### src/rtl/fifo_pkg.sv
// rtl/fifo_pkg.sv - shared FIFO types and width helpers
package fifo_pkg;

    typedef struct packed {
        logic full;
        logic empty;
        logic almost_full;
        logic almost_empty;
    } fifo_status_t;

    // One extra pointer bit acts as the wrap flag that separates full from empty.
    function automatic int ptr_width(input int depth);
        return $clog2(depth) + 1;
    endfunction

    function automatic int lvl_width(input int capacity);
        return $clog2(capacity + 1);
    endfunction

    function automatic bit is_pow2(input int v);
        return (v >= 2) && ((v & (v - 1)) == 0);
    endfunction

endpackage

### src/rtl/fifo_out_stage.sv
// rtl/fifo_out_stage.sv - registered head entry with write bypass for empty memory
module fifo_out_stage #(
    parameter int DataWidth = 8
) (
    input  logic                 clk_i,
    input  logic                 reset_ni,
    input  logic                 clear_i,
    input  logic                 rready_i,
    input  logic                 mem_valid_i,
    input  logic [DataWidth-1:0] mem_data_i,
    input  logic                 wr_fire_i,
    input  logic [DataWidth-1:0] wr_data_i,
    output logic                 mem_pop_o,
    output logic                 bypass_o,
    output logic                 rvalid_o,
    output logic [DataWidth-1:0] data_o
);

    logic                 valid_q, valid_d;
    logic [DataWidth-1:0] data_q, data_d;
    logic                 free;

    assign free = !valid_q || rready_i;

    // Memory entries are older than the incoming word, so they win the reload.
    always_comb begin
        valid_d   = valid_q;
        data_d    = data_q;
        mem_pop_o = 1'b0;
        bypass_o  = 1'b0;
        if (clear_i) begin
            valid_d = 1'b0;
            data_d  = '0;
        end else if (free) begin
            if (mem_valid_i) begin
                valid_d   = 1'b1;
                data_d    = mem_data_i;
                mem_pop_o = 1'b1;
            end else if (wr_fire_i) begin
                valid_d  = 1'b1;
                data_d   = wr_data_i;
                bypass_o = 1'b1;
            end else begin
                valid_d = 1'b0;
            end
        end
    end

    always_ff @(posedge clk_i or negedge reset_ni) begin
        if (!reset_ni) begin
            valid_q <= 1'b0;
            data_q  <= '0;
        end else begin
            valid_q <= valid_d;
            data_q  <= data_d;
        end
    end

    assign rvalid_o = valid_q;
    assign data_o   = data_q;

endmodule

### src/rtl/fifo_sync_ctrl.sv
// rtl/fifo_sync_ctrl.sv - single-clock FIFO with level, thresholds, flush; FIFO_OVERFLOW_DETECT_EN adds overflow_o
module fifo_sync_ctrl
    import fifo_pkg::*;
#(
    parameter int DataWidth      = 8,
    parameter int Depth          = 16,
    parameter int AlmostFullThr  = 12,
    parameter int AlmostEmptyThr = 2,
    parameter int OutReg         = 0,
    localparam int Capacity      = Depth + OutReg,
    localparam int LvlW          = lvl_width(Capacity)
) (
    input  logic                 clk_i,
    input  logic                 reset_ni,
    input  logic                 clear_i,
    input  logic                 wvalid_i,
    output logic                 wready_o,
    input  logic [DataWidth-1:0] data_i,
    output logic                 rvalid_o,
    input  logic                 rready_i,
    output logic [DataWidth-1:0] data_o,
    output logic [LvlW-1:0]      level_o,
    output logic                 is_full_o,
    output logic                 is_empty_o,
    output logic                 almost_full_o,
`ifdef FIFO_OVERFLOW_DETECT_EN
    output logic                 overflow_o,
`endif
    output logic                 almost_empty_o
);

    localparam int AW = $clog2(Depth);
    localparam int PW = ptr_width(Depth);

    if (!is_pow2(Depth)) begin : g_err_depth
        $error("fifo_sync_ctrl: Depth must be a power of two >= 2");
    end
    if (AlmostFullThr < 1 || AlmostFullThr > Capacity) begin : g_err_afull
        $error("fifo_sync_ctrl: AlmostFullThr outside 1..Capacity");
    end
    if (AlmostEmptyThr < 0 || AlmostEmptyThr > Capacity - 1) begin : g_err_aempty
        $error("fifo_sync_ctrl: AlmostEmptyThr outside 0..Capacity-1");
    end

    logic [PW-1:0]        wr_ptr_q, wr_ptr_d;
    logic [PW-1:0]        rd_ptr_q, rd_ptr_d;
    logic                 ready_q, ready_d;
    logic [DataWidth-1:0] mem_q [Depth];
    logic [DataWidth-1:0] mem_rd_data;
    logic [PW-1:0]        mem_level;
    logic                 mem_empty, mem_full;
    logic                 mem_push, mem_pop;
    logic                 wr_fire, head_valid;
    logic                 full_w, empty_w;
    fifo_status_t         status;

    assign mem_level   = wr_ptr_q - rd_ptr_q;
    assign mem_empty   = (wr_ptr_q == rd_ptr_q);
    assign mem_full    = (wr_ptr_q[AW] != rd_ptr_q[AW]) &&
                         (wr_ptr_q[AW-1:0] == rd_ptr_q[AW-1:0]);
    assign mem_rd_data = mem_q[rd_ptr_q[AW-1:0]];

    // ready_q keeps wready_o low until the first edge after reset release.
    assign wready_o = ready_q && !status.full;
    assign wr_fire  = wvalid_i && wready_o && !clear_i;

    if (OutReg != 0) begin : g_out_reg
        logic out_valid;
        logic bypass;

        fifo_out_stage #(
            .DataWidth (DataWidth)
        ) u_out_stage (
            .clk_i       (clk_i),
            .reset_ni    (reset_ni),
            .clear_i     (clear_i),
            .rready_i    (rready_i),
            .mem_valid_i (!mem_empty),
            .mem_data_i  (mem_rd_data),
            .wr_fire_i   (wr_fire),
            .wr_data_i   (data_i),
            .mem_pop_o   (mem_pop),
            .bypass_o    (bypass),
            .rvalid_o    (out_valid),
            .data_o      (data_o)
        );

        assign mem_push   = wr_fire && !bypass;
        assign head_valid = out_valid;
        assign full_w     = mem_full && out_valid;
        assign empty_w    = !out_valid;
        assign level_o    = LvlW'(mem_level) + LvlW'(out_valid);
    end else begin : g_comb_head
        assign head_valid = !mem_empty;
        assign mem_push   = wr_fire;
        assign mem_pop    = head_valid && rready_i && !clear_i;
        assign full_w     = mem_full;
        assign empty_w    = mem_empty;
        assign level_o    = LvlW'(mem_level);
        // Stale memory is masked so an empty FIFO presents zero.
        assign data_o     = mem_empty ? '0 : mem_rd_data;
    end

    always_comb begin
        status              = '0;
        status.full         = full_w;
        status.empty        = empty_w;
        status.almost_full  = (level_o >= LvlW'(AlmostFullThr));
        status.almost_empty = (level_o <= LvlW'(AlmostEmptyThr));
    end

    always_comb begin
        wr_ptr_d = wr_ptr_q;
        rd_ptr_d = rd_ptr_q;
        ready_d  = 1'b1;
        if (clear_i) begin
            wr_ptr_d = '0;
            rd_ptr_d = '0;
        end else begin
            if (mem_push) wr_ptr_d = wr_ptr_q + PW'(1);
            if (mem_pop)  rd_ptr_d = rd_ptr_q + PW'(1);
        end
    end

    always_ff @(posedge clk_i or negedge reset_ni) begin
        if (!reset_ni) begin
            wr_ptr_q <= '0;
            rd_ptr_q <= '0;
            ready_q  <= 1'b0;
        end else begin
            wr_ptr_q <= wr_ptr_d;
            rd_ptr_q <= rd_ptr_d;
            ready_q  <= ready_d;
        end
    end

    always_ff @(posedge clk_i) begin
        if (mem_push) mem_q[wr_ptr_q[AW-1:0]] <= data_i;
    end

    assign rvalid_o       = head_valid;
    assign is_full_o      = status.full;
    assign is_empty_o     = status.empty;
    assign almost_full_o  = status.almost_full;
    assign almost_empty_o = status.almost_empty;

`ifdef FIFO_OVERFLOW_DETECT_EN
    logic overflow_q, overflow_d;

    always_comb begin
        overflow_d = overflow_q;
        if (clear_i)                     overflow_d = 1'b0;
        else if (wvalid_i && !wready_o)  overflow_d = 1'b1;
    end

    always_ff @(posedge clk_i or negedge reset_ni) begin
        if (!reset_ni) overflow_q <= 1'b0;
        else           overflow_q <= overflow_d;
    end

    assign overflow_o = overflow_q;

    always_ff @(posedge clk_i) begin
        if (reset_ni) assert (int'(level_o) <= Capacity);
    end
`endif

endmodule

### config.mk
export PLATFORM = sky130hd
export DESIGN_NAME = fifo_sync_ctrl
export DESIGN_NICKNAME = d
export VERILOG_FILES = /design/src/rtl/fifo_pkg.sv /design/src/rtl/fifo_out_stage.sv /design/src/rtl/fifo_sync_ctrl.sv
export SDC_FILE = /design/constraint.sdc
export NUM_CORES = 1
export LEC_CHECK = 0
export ABC_AREA = 1
export CAP_MARGIN = 20
export CORE_ASPECT_RATIO = 0.9
export CORE_MARGIN = 2
export CORE_UTILIZATION = 55
export CTS_CLUSTER_DIAMETER = 100
export DETAILED_ROUTE_END_ITERATION = 7
export PLACE_DENSITY = 0.77
export REMOVE_ABC_BUFFERS = 1
export SLEW_MARGIN = 10
export SYNTH_ARGS = -nofsm -noshare
export SYNTH_HDL_FRONTEND = slang
export SYNTH_HIERARCHICAL = 1
export SYNTH_SLANG_ARGS = --single-unit
### constraint.sdc
create_clock -name clk_i -period 3.1 [get_ports clk_i]
set_input_delay 0.31 -clock clk_i [delete_from_list [all_inputs] [get_ports clk_i]]
set_output_delay 0.31 -clock clk_i [all_outputs]
set_load 0.03 [all_outputs]
# [Yosys cells after proc, flatten, opt, wreduce, memory -nomap -nowiden]
# Memories as Yosys holds them, arrays and structs flattened.
# Cells that the tools add are included.
[totals] ram_bits=128 register_bits=11 n_memories=1 inputBits=13 output_inout_bits=19 elab_cells=30
[op_classes] n_reduce_logical=11 n_lt_le_gt_ge=2 addsub=3 eq_ne=3 n_mux=7
[memory_table] name="mem_q" words=16 width=8 rd=1 rd_clocked_by_memory_dff=0 write_ports=1 line="fifo_sync_ctrl.sv:48" rtl="logic [DataWidth-1:0] mem_q [Depth];"
[op_table] op="two-way mux 5 bit" count=4
[op_table] op="adder 5 x 1 -> 5 bit (second input constant)" count=2
[op_table] op="two-way mux 8 bit" count=1
[op_table] op="logical AND 1 bit" count=6
[op_table] op="== test 5 bit" count=1
[op_table] op="greater-or-equal comparator 5 x 4 -> 1 bit (second input constant)" count=1
[op_table] op="less-or-equal comparator 5 x 2 -> 1 bit (second input constant)" count=1
[op_table] op="subtractor 5 bit" count=1
[op_table] op="== test 4 bit" count=1
[op_table] op="nonzero test 2 bit" count=2
[op_table] op="zero test 1 bit" count=3
[op_table] op="two-way mux 1 bit" count=2
[op_table] op="inequality test 1 bit" count=1

# [Depth between registers and ports, before layout]
# Gate-level depths: netlist of the first run.
[depth] word_depth=8 mapped_depth=11 mapped_depth_nobuf=9

# [Worst setup path before layout of the first run]
# OpenSTA, ideal clock, no wires.
[synth_path] kind="reg2out" startpoint="register rd_ptr_q[1]" endpoint="output port almost_full_o" arrival_ps=2307 path_stages_with_launch=8 slack_ps=483 required_time_ps=2790 n_path_buf=2 path_cell_list="dfrtp_1 -> buf_2 -> inv_2 -> buf_2 -> fa_1 -> xor2_1 -> inv_1 -> o21bai_1"
[synth_between] elab_chain_len=2
[synth_rtl] element="from (decl)" line="fifo_sync_ctrl.sv:46" rtl="logic [PW-1:0] rd_ptr_q, rd_ptr_d;"
[synth_rtl] element="from (signal assigned)" line="fifo_sync_ctrl.sv:132" rtl="rd_ptr_q <= rd_ptr_d;"
[synth_rtl] element="subtractor 5 bit" line="fifo_sync_ctrl.sv:57" rtl="assign mem_level = wr_ptr_q - rd_ptr_q;"
[synth_rtl] element="named net level_o[2]" line="fifo_sync_ctrl.sv:22" rtl="output logic [LvlW-1:0] level_o,"
[synth_rtl] element="greater-or-equal comparator 5 x 4 -> 1 bit" line="fifo_sync_ctrl.sv:108" rtl="status.almost_full = (level_o >= LvlW'(AlmostFullThr));"
[synth_rtl] element="to (decl)" line="fifo_sync_ctrl.sv:25" rtl="output logic almost_full_o,"
# The timed path passes the listed nets, and every way through them passes these cells.

# [Worst setup path in the final report of the first run]
[layout_path] startpoint="register rd_ptr_q[0]" endpoint="output port data_o[7]"
[layout_between] elab_chain_len=2 elab_cells_between_ends=3 cone_classes="1 x eq/ne; 1 x mux; 1 x memory"
[layout_rtl] element="memory (16 x 8 bit) or == test 5 bit (tied branches)"
[layout_rtl] element="two-way mux 8 bit *" line="fifo_sync_ctrl.sv:101" rtl="assign data_o = mem_empty ? '0 : mem_rd_data;"
[layout_rtl] element="to (decl)" line="fifo_sync_ctrl.sv:21" rtl="output logic [DataWidth-1:0] data_o,"
# Every way passes the cells marked *; elsewhere a longest branch is shown, timed or not.

==> results.txt, run 1 <==
For this design the ratio of total power to cell area is 808.0 nW/µm². The number of I/O pins came out at 32. The worst slack at placement is 0.4444 ns. STA classifies the critical path endpoint as an output port. Global routing used 23.85% of the available tracks across all layers. The number of buffers between clock root and the deepest sink is 2. The number of gates given a new drive strength after cts is 0. The violation count after the first detailed-route iteration is 461.

The placed instances occupy a cell area of 6830 µm². The number of global-route vias before repair is 4,317. The final RePlAce weighted congestion is 0.9246. The average wire per cell in the routed design is 16.30 µm. The design area is 7370 µm². The highest clock rate is 357.0 MHz. Combinational cells account for 33.9% of the total power.

Synthesis inferred 139 register bits. The flow ran to the end, and the final reports show no timing, DRC or antenna violations. The tightest min-delay check is of the input pin to asynchronous set/reset pin type. Setup repair after global routing left no endpoint under its margin. The routed design has 14,100 µm of wire. The worst-margin pin slew came out at 0.8140 ns. The cell count after synthesis is 657.

Yosys printed 6 warnings. The clock transition at the register clock pins on the worst setup and hold paths after CTS came out at 0.06 ns. The worst path needs 2.801 ns of the cycle, external delays included. The die covers 12,520 µm².

The synthesized area per cell is 9.743 µm². Max-cap violations in this run came to 0. The max-slew violation count came to 0. The endpoint of the worst-slack reg-to-reg timing path is mem_q[2][7].

The class of the most critical setup path is flop to output port. The depth of the CTS H-tree came out at 4. The internal power came out at 0.003865 W.

The count of filler cells inserted in the layout came out at 920. In this run the post-CTS setup repair buffer count came out at 0. The average via count per standard cell came out at 5.195. Of all nets on the critical path, the largest fanout is 35. The global-route wire length before repair is 22,270 µm. At the later pin of the worst-skew pair, clock insertion delay measures 0.41 ns.

Clock tree synthesis inserted a total of 17 buffers. STA classifies the critical path startpoint as a flop. The post-route clock skew is 0.007405 ns. The final layout contains 720 nets. After synthesis the cells add up to 6401 µm². The data required time at the worst endpoint came out at 2.79 ns. The remaining max-slew budget at the tightest pin is 45.56%.

The sequential cell fraction of total power is 35.1%. Port buffering added 31 buffers. The launch point of the critical path is rd_ptr_q[0]. The depth of the most critical reg-to-reg path is 9. In this run the core area contains 37 standard-cell rows.

The setup check on the worst reg-to-reg path leaves a slack of 0.38 ns. The worst path meets setup with 0.2990 ns of slack. The final critical path takes up 90.35% of the cycle.

The number of antenna diodes in the final layout is 0. In this run the horizontal extent of the chip is 117.7 µm. The routed via count came out at 4,494. The final setup violation count came out at 0. The number of antenna violations at the first check in global routing is 0. The net switching share of the total power came out at 35.09%. TritonCTS built the clock tree. The arrival time of data at the critical path endpoint is 2.49 ns.

For this design the total switching power over the nets is 0.002090 W. Entering global routing, the biggest net connects 36 pins. The count of unresolved DRC violations after routing is 0. The share of the core filled with cells in the final layout is 64.71%. In this run the standard cell core region covers 11,390 µm².

Global routing finished with a remaining overflow of 0. The fraction of layout cells with a size suffix above 1 is 11.42%. The share of the yosys chip area belonging to registers is 64.35%. The number of different library cells in the post-synthesis netlist came out at 24. The startpoint of the worst-slack reg-to-reg timing path is rd_ptr_q[3]. The static power due to leakage is 3.226 nW. The starting density of the core is 56.21%. The die is 106.3 µm tall. The worst vdd rail ir drop is 719.2 µV. The layout-stage area growth over the synthesis result came out at 15.13%. The count of final hold-check violations is 0. In this run the clock root is driven by a sky130_fd_sc_hd__clkbuf_16. The detail route stage leaves a number of antenna-violating nets equal to 0.

The final hold slack came out at 0.2618 ns. The total number of clock tree sinks is 139. The hold-fix buffer count after cts is 0. The first TritonRoute pass finished after 5 iterations. The half-perimeter wire length of the detailed placement result came out at 9245 µm. The share of power burned in the clock network came out at 31.0%.
[through the flow]
| stage | std cells | power (W) | setup TNS [ns] |
|---|---|---|---|
| after floorplan | 634 | 0.003410 | -1.814 |
| after global placement | 834 | 0.004098 | 0 |
| after detailed placement | 834 | 0.004125 | 0 |
| after CTS | 865 | 0.005972 | 0 |
| after global routing | 865 | 0.006233 | 0 |
| final | 865 | 0.005954 | 0 |
[state kept, by name (all words and copies together) (netlist names)]
name / cells
ready_q: 1
wr_ptr_q: 5
rd_ptr_q: 5
mem_q: 128
[power groups by stage]
| stage | Clock [W] | Combinational, W | Sequential (W) |
|---|---|---|---|
| floorplan | 0 | 0.00118 | 0.00223 |
| global placement | 0 | 0.00197 | 0.00213 |
| detailed placement | 0 | 0.00200 | 0.00213 |
| CTS | 0.00187 | 0.00201 | 0.00209 |
| global route | 0.00195 | 0.00219 | 0.00209 |
| finish | 0.00185 | 0.00202 | 0.00209 |
[area by class of cell]
cell class / instances / area [µm²] / share of cell area, %
Tap cell: 156 / 195.2 / 2.649
Timing Repair Buffer: 44 / 367.9 / 4.992
Sequential cell: 139 / 4120 / 55.91
Multi-Input combinational cell: 387 / 1742 / 23.63
Clock inverter: 12 / 106.4 / 1.443
Clock buffer: 19 / 432.9 / 5.874
Inverter: 108 / 405.4 / 5.501
[cells by family (layout without fill, tap and decap cells)]
family	after synthesis	count (layout)	synth area share, %
DFF	139	139	64.35
AOI/OAI and AO/OA	20	20	1.603
and+or+nand+nor	345	345	21.97
xor gates and xnor gates	11	11	1.505
other	1	1	0.05858
adders and majority gates	10	10	2.072
buffers and inverters	131	183	8.444
[critical path, stage by stage (launching register included)]
cell and delay, ns:
sky130_fd_sc_hd__dfrtp_2 0.42, sky130_fd_sc_hd__buf_4 0.26, sky130_fd_sc_hd__inv_2 0.10, sky130_fd_sc_hd__buf_4 0.33, sky130_fd_sc_hd__nand2_1 0.09, sky130_fd_sc_hd__nand2_1 0.08, sky130_fd_sc_hd__nand2_1 0.06, sky130_fd_sc_hd__nand3_1 0.13
sky130_fd_sc_hd__nand3_1 0.12, sky130_fd_sc_hd__a21oi_1 0.26, sky130_fd_sc_hd__buf_4 0.21
[synth_stat cells]
master | n | area share [%]
sky130_fd_sc_hd__nand2_1 | 242 | 14
sky130_fd_sc_hd__edfxtp_1 | 128 | 60
sky130_fd_sc_hd__inv_1 | 82 | 4.8
sky130_fd_sc_hd__nand3_1 | 75 | 5.9
sky130_fd_sc_hd__inv_2 | 24 | 1.4
sky130_fd_sc_hd__nor2_1 | 22 | 1.3
sky130_fd_sc_hd__buf_2 | 12 | 0.94
sky130_fd_sc_hd__a21oi_1 | 11 | 0.86
sky130_fd_sc_hd__dfrtp_1 | 11 | 4.3
sky130_fd_sc_hd__ha_1 | 9 | 1.8
sky130_fd_sc_hd__xor2_1 | 9 | 1.2
sky130_fd_sc_hd__o21ai_1 | 8 | 0.63
sky130_fd_sc_hd__buf_4 | 5 | 0.59
sky130_fd_sc_hd__clkbuf_1 | 3 | 0.18
sky130_fd_sc_hd__nor3_1 | 3 | 0.23
sky130_fd_sc_hd__buf_6 | 2 | 0.35
sky130_fd_sc_hd__clkinv_1 | 2 | 0.12
sky130_fd_sc_hd__nand2_2 | 2 | 0.20
sky130_fd_sc_hd__xnor2_1 | 2 | 0.27
sky130_fd_sc_hd__buf_1 | 1 | 0.059
sky130_fd_sc_hd__conb_1 | 1 | 0.059
sky130_fd_sc_hd__fa_1 | 1 | 0.31
sky130_fd_sc_hd__nand4_2 | 1 | 0.20
sky130_fd_sc_hd__o21bai_1 | 1 | 0.12
[cells in the final DEF, fill, tap and decap left out, drive strengths merged]
master / instances
nand2: 244
dfrtp: 11
clkinvlp: 1
clkinv: 11
o21bai: 1
xor2: 9
nor2: 22
buf: 29
a21oi: 11
nor3: 3
fa: 1
inv: 106
bufinv: 2
ha: 9
clkdlybuf4s50: 15
nand4: 1
o21ai: 8
nand3: 75
xnor2: 2
edfxtp: 128
conb: 1
clkbuf: 19
[metal layers]
layer | up-vias | track usage, % | routed length (µm)
met5 | - | 0 | 0
li1 | 2178 | - | -
met3 | 27 | 6.652 | 975
met2 | 171 | 39.08 | 6939
met1 | 2118 | 30.41 | 5863
met4 | 0 | 9.294 | 325
[worst max path at each step]
stage	to	slack (ns)	cells after the start
after global placement	mem_q[2][1]	0.54	9
final	data_o[7]	0.30	10
after detailed placement	mem_q[2][0]	0.44	9
after CTS	level_o[3]	0.37	6
after global routing	data_o[7]	0.19	10
after floorplan	almost_full_o	-0.44	6
Note: power is estimated with default switching activity, not from simulation.
==> run 2, diff against run 1 <==
--- a/config.mk
+++ b/config.mk
@@ -6,6 +6,7 @@
 export NUM_CORES = 1
 export LEC_CHECK = 0
 export ABC_AREA = 1
+export ABC_CLOCK_PERIOD_IN_PS = 3100
 export CAP_MARGIN = 20
 export CORE_ASPECT_RATIO = 0.9
 export CORE_MARGIN = 2
==> results of run 2 <==
Final layout, timing and power as in run 1 (identical DEF).
==> run 3, diff against run 2 <==
--- a/config.mk
+++ b/config.mk
@@ -11,6 +11,7 @@
 export CORE_ASPECT_RATIO = 0.9
 export CORE_MARGIN = 2
 export CORE_UTILIZATION = 55
+export CTS_BUF_LIST = sky130_fd_sc_hd__clkbuf_4 sky130_fd_sc_hd__clkbuf_8
 export CTS_CLUSTER_DIAMETER = 100
 export DETAILED_ROUTE_END_ITERATION = 7
 export PLACE_DENSITY = 0.77
==> run 3 against run 2 <==
Combinational power about the same. Clock skew up 0.0024 ns. Die area unchanged. Non-clock buffer count unchanged. Setup slack better by 0.0058 ns. Routed wire length down 2.5%. Sequential power about the same. Critical path depth down 4. Global-route usage down 0.16 points. First-iteration DRC count up 1.5%. Critical path type unchanged. Largest power group unchanged. Highest routed layer unchanged.
==> results.txt, run 3 (same netlist as run 1, synthesis figures left out) <==
The critical path goes through inv_1, ha_1, inv_1, xor2_1, inv_1, clkdlybuf4s50_1. The shortest period the worst path allows came out at 2.795 ns (-0.005795 ns). The post-layout worst setup margin is 0.3048 ns (+0.005795 ns). The class of the most critical setup path is flop to output port. The average via count per standard cell is 5.083 (-2.2%). The worst slack at placement came out at 0.4444 ns (unchanged). The total CTS buffers came out at 17 (unchanged). The number of inserted diodes came out at 0 (unchanged). The starting density of the core was 56.21% (unchanged). The number of I/O pins is 32 (unchanged). The number of gates given a new drive strength after cts came out at 0 (unchanged). The violation count after the first detailed-route iteration is 468 (+1.5%). Setup repair after global routing left no endpoint under its margin. The run finished with clean final reports. The layout-stage area growth over the synthesis result came out at 12.26%. The total number of clock tree sinks came out at 139 (unchanged). The post-CTS setup buffer count is 0 (unchanged). The global-route wire length before repair is 22,000 µm (-1.2%). The post-route clock skew is 0.009759 ns (+0.002353 ns).

The root buffer cell is sky130_fd_sc_hd__clkbuf_8. The routed via count came out at 4,397 (-2.2%). The endpoint of the worst-slack reg-to-reg timing path is mem_q[2][7]. The library cells used most frequently in the layout, excluding fill and tap cells, are sky130_fd_sc_hd__nand2_1 (242), sky130_fd_sc_hd__edfxtp_1 (128), sky130_fd_sc_hd__inv_1 (82).

The placeable core region came out at 11,390 µm² (unchanged). The global-route congestion overflow total came out at 0 (unchanged). The final RePlAce weighted congestion came out at 0.9246 (unchanged). The height of the chip was 106.3 µm (unchanged). The remaining antenna violation count after routing came out at 0 (unchanged). The final period utilization came out at 90.17% (-0.19 points). The static power due to leakage came out at 3.145 nW (-2.5%).

The highest clock rate came to 357.8 MHz (+0.21%). The overall die area is 12,520 µm² (unchanged). The depth of the most critical reg-to-reg path came to 9 (unchanged). The minimum setup slack among reg-to-reg paths came out at 0.37 ns (about the same).

The number of antenna violations at the first check in global routing is 0 (unchanged). The placed cell count is 834 (unchanged). The final wirelength was 13,750 µm (-2.5%). The power per unit of standard cell area is 754.8 nW/µm² (-6.6%). Among all stages on the critical path, the largest delay is contributed by sky130_fd_sc_hd__clkdlybuf4s50_1. The count of maximum capacitance violations is 0 (unchanged). The number of standard cells in the layout, taps in and fillers out is 865 (unchanged). The path class of the lowest-slack min-delay path is input pin to asynchronous set/reset pin. The total iterations of the first detailed-routing run came out at 5 (unchanged). The data required time at the worst endpoint came out at 2.79 ns (about the same). The final setup violation count came out at 0 (unchanged).

The depth of the CTS H-tree is 4 (unchanged). The half-perimeter wire length of the detailed placement result is 9245 µm (unchanged). In this design, the critical path's most frequently occurring cell is sky130_fd_sc_hd__inv_1. The number of global-route vias before repair is 4,326 (+0.21%). The number of placement rows came out at 37 (unchanged). The flip-flop count of the largest register, all copies and words added came out at 128 (unchanged). The maximum single-stage delay on the critical path is 0.59 ns (+0.17 ns). The worst vdd rail ir drop was 505.4 µV (-30%). The arrival time of data at the critical path endpoint came out at 2.49 ns (about the same). The final layout net count is 720 (unchanged). The count of unresolved DRC violations after routing is 0 (unchanged). The startpoint of the worst-slack reg-to-reg timing path is rd_ptr_q[3]. The max-slew violation count is 0 (unchanged). The average wire per cell in the routed design came to 15.90 µm (-2.5%).

The later-pin clock latency in the skew report came out at 0.44 ns (+0.03 ns). The kind of launch point of the worst setup path is a flop. The hold-fix buffer count after cts came out at 0 (unchanged). The maximum number of pins on one net before global-route repair came to 36 (unchanged). The count of final hold-check violations came to 0 (unchanged).

The remaining max-slew budget at the tightest pin came out at 46.47% (+0.91 points). TritonCTS built the clock tree. The worst-margin pin slew is 0.8004 ns (-0.01356 ns). The nature of the critical path endpoint is an output port. The clock transition at the register clock pins on the worst setup and hold paths after CTS came out at 0.07 ns (about the same). The aggregate global-route resource usage is 23.69% (-0.16 points).

The width of the die came out at 117.7 µm (unchanged). The number of buffers between clock root and the deepest sink was 2 (unchanged). The port buffer count came out at 31 (unchanged). The fraction of layout cells with a size suffix above 1 is 11.71% (+0.28 points).

The setup total negative slack is 0 ns (unchanged). The peak fanout along the critical path was 11 (-69%). The library cell used most frequently in the layout, excluding fill and tap cells, is sky130_fd_sc_hd__nand2_1.
## run 3: cell types whose count changed in the layout (fill, tap and decap cells not counted)
cell and delta:
sky130_fd_sc_hd__clkbuf_1 -2, sky130_fd_sc_hd__clkbuf_16 -17, sky130_fd_sc_hd__clkbuf_8 +17, sky130_fd_sc_hd__clkbuf_4 +2
## run 3: final cells by class
type / instances / area [µm²]
Tap cell: 156 / 195.2
Fill cell: 955 / 4203
Inverter: 108 / 405.4
Multi-Input combinational cell: 387 / 1742
Sequential cell: 139 / 4120
Clock inverter: 12 / 106.4
Clock buffer: 19 / 249.0
Timing Repair Buffer: 44 / 367.9
## run 3: power by group
| part | internal (W) | switching, W | total [W] |
|---|---|---|---|
| clock network | 0.000706 | 0.000620 | 0.00133 |
| logic | 0.000635 | 0.00137 | 0.00201 |
| registers | 0.00207 | 0.0000170 | 0.00209 |
## run 3: stage by stage
step | hold slack [ns] | power, W | utilization, % | instance area, µm²
3_5_place_dp | 0.6293 | 0.004125 | 59.98 | 6830
6_report | 0.2323 | 0.005423 | 63.10 | 7186
3_3_place_gp | 0.6066 | 0.004098 | 59.98 | 6830
5_1_grt | 0.2319 | 0.005710 | 63.10 | 7186
2_1_floorplan | 0.01441 | 0.003410 | - | 6266
4_1_cts | 0.2282 | 0.005445 | 63.10 | 7186
## run 3: worst max path at each step
stage / from / to / slack, ns / cells after the start
after floorplan: rd_ptr_q[0] / almost_full_o / -0.44 / 6
after global placement: rd_ptr_q[3] / mem_q[2][1] / 0.54 / 9
after detailed placement: rd_ptr_q[3] / mem_q[2][0] / 0.44 / 9
after CTS: rd_ptr_q[3] / level_o[3] / 0.32 / 6
after global routing: rd_ptr_q[0] / data_o[7] / 0.13 / 10
final: rd_ptr_q[3] / level_o[3] / 0.30 / 6
## run 3: worst max-delay path, delay by kind of cell (launching register included)
kind / cells / cell delay, ns
fa+ha+maj: 1 / 0.35
buf+inv: 4 / 1.05
xor+xnor: 1 / 0.24
flops: 1 / 0.41
## run 3: per-layer routing
metal | wire length [µm] | track usage (%)
met1 | 5684 | 29.82
met2 | 6771 | 38.91
met3 | 981 | 7.082
met4 | 316 | 9.208
met5 | 0 | 0
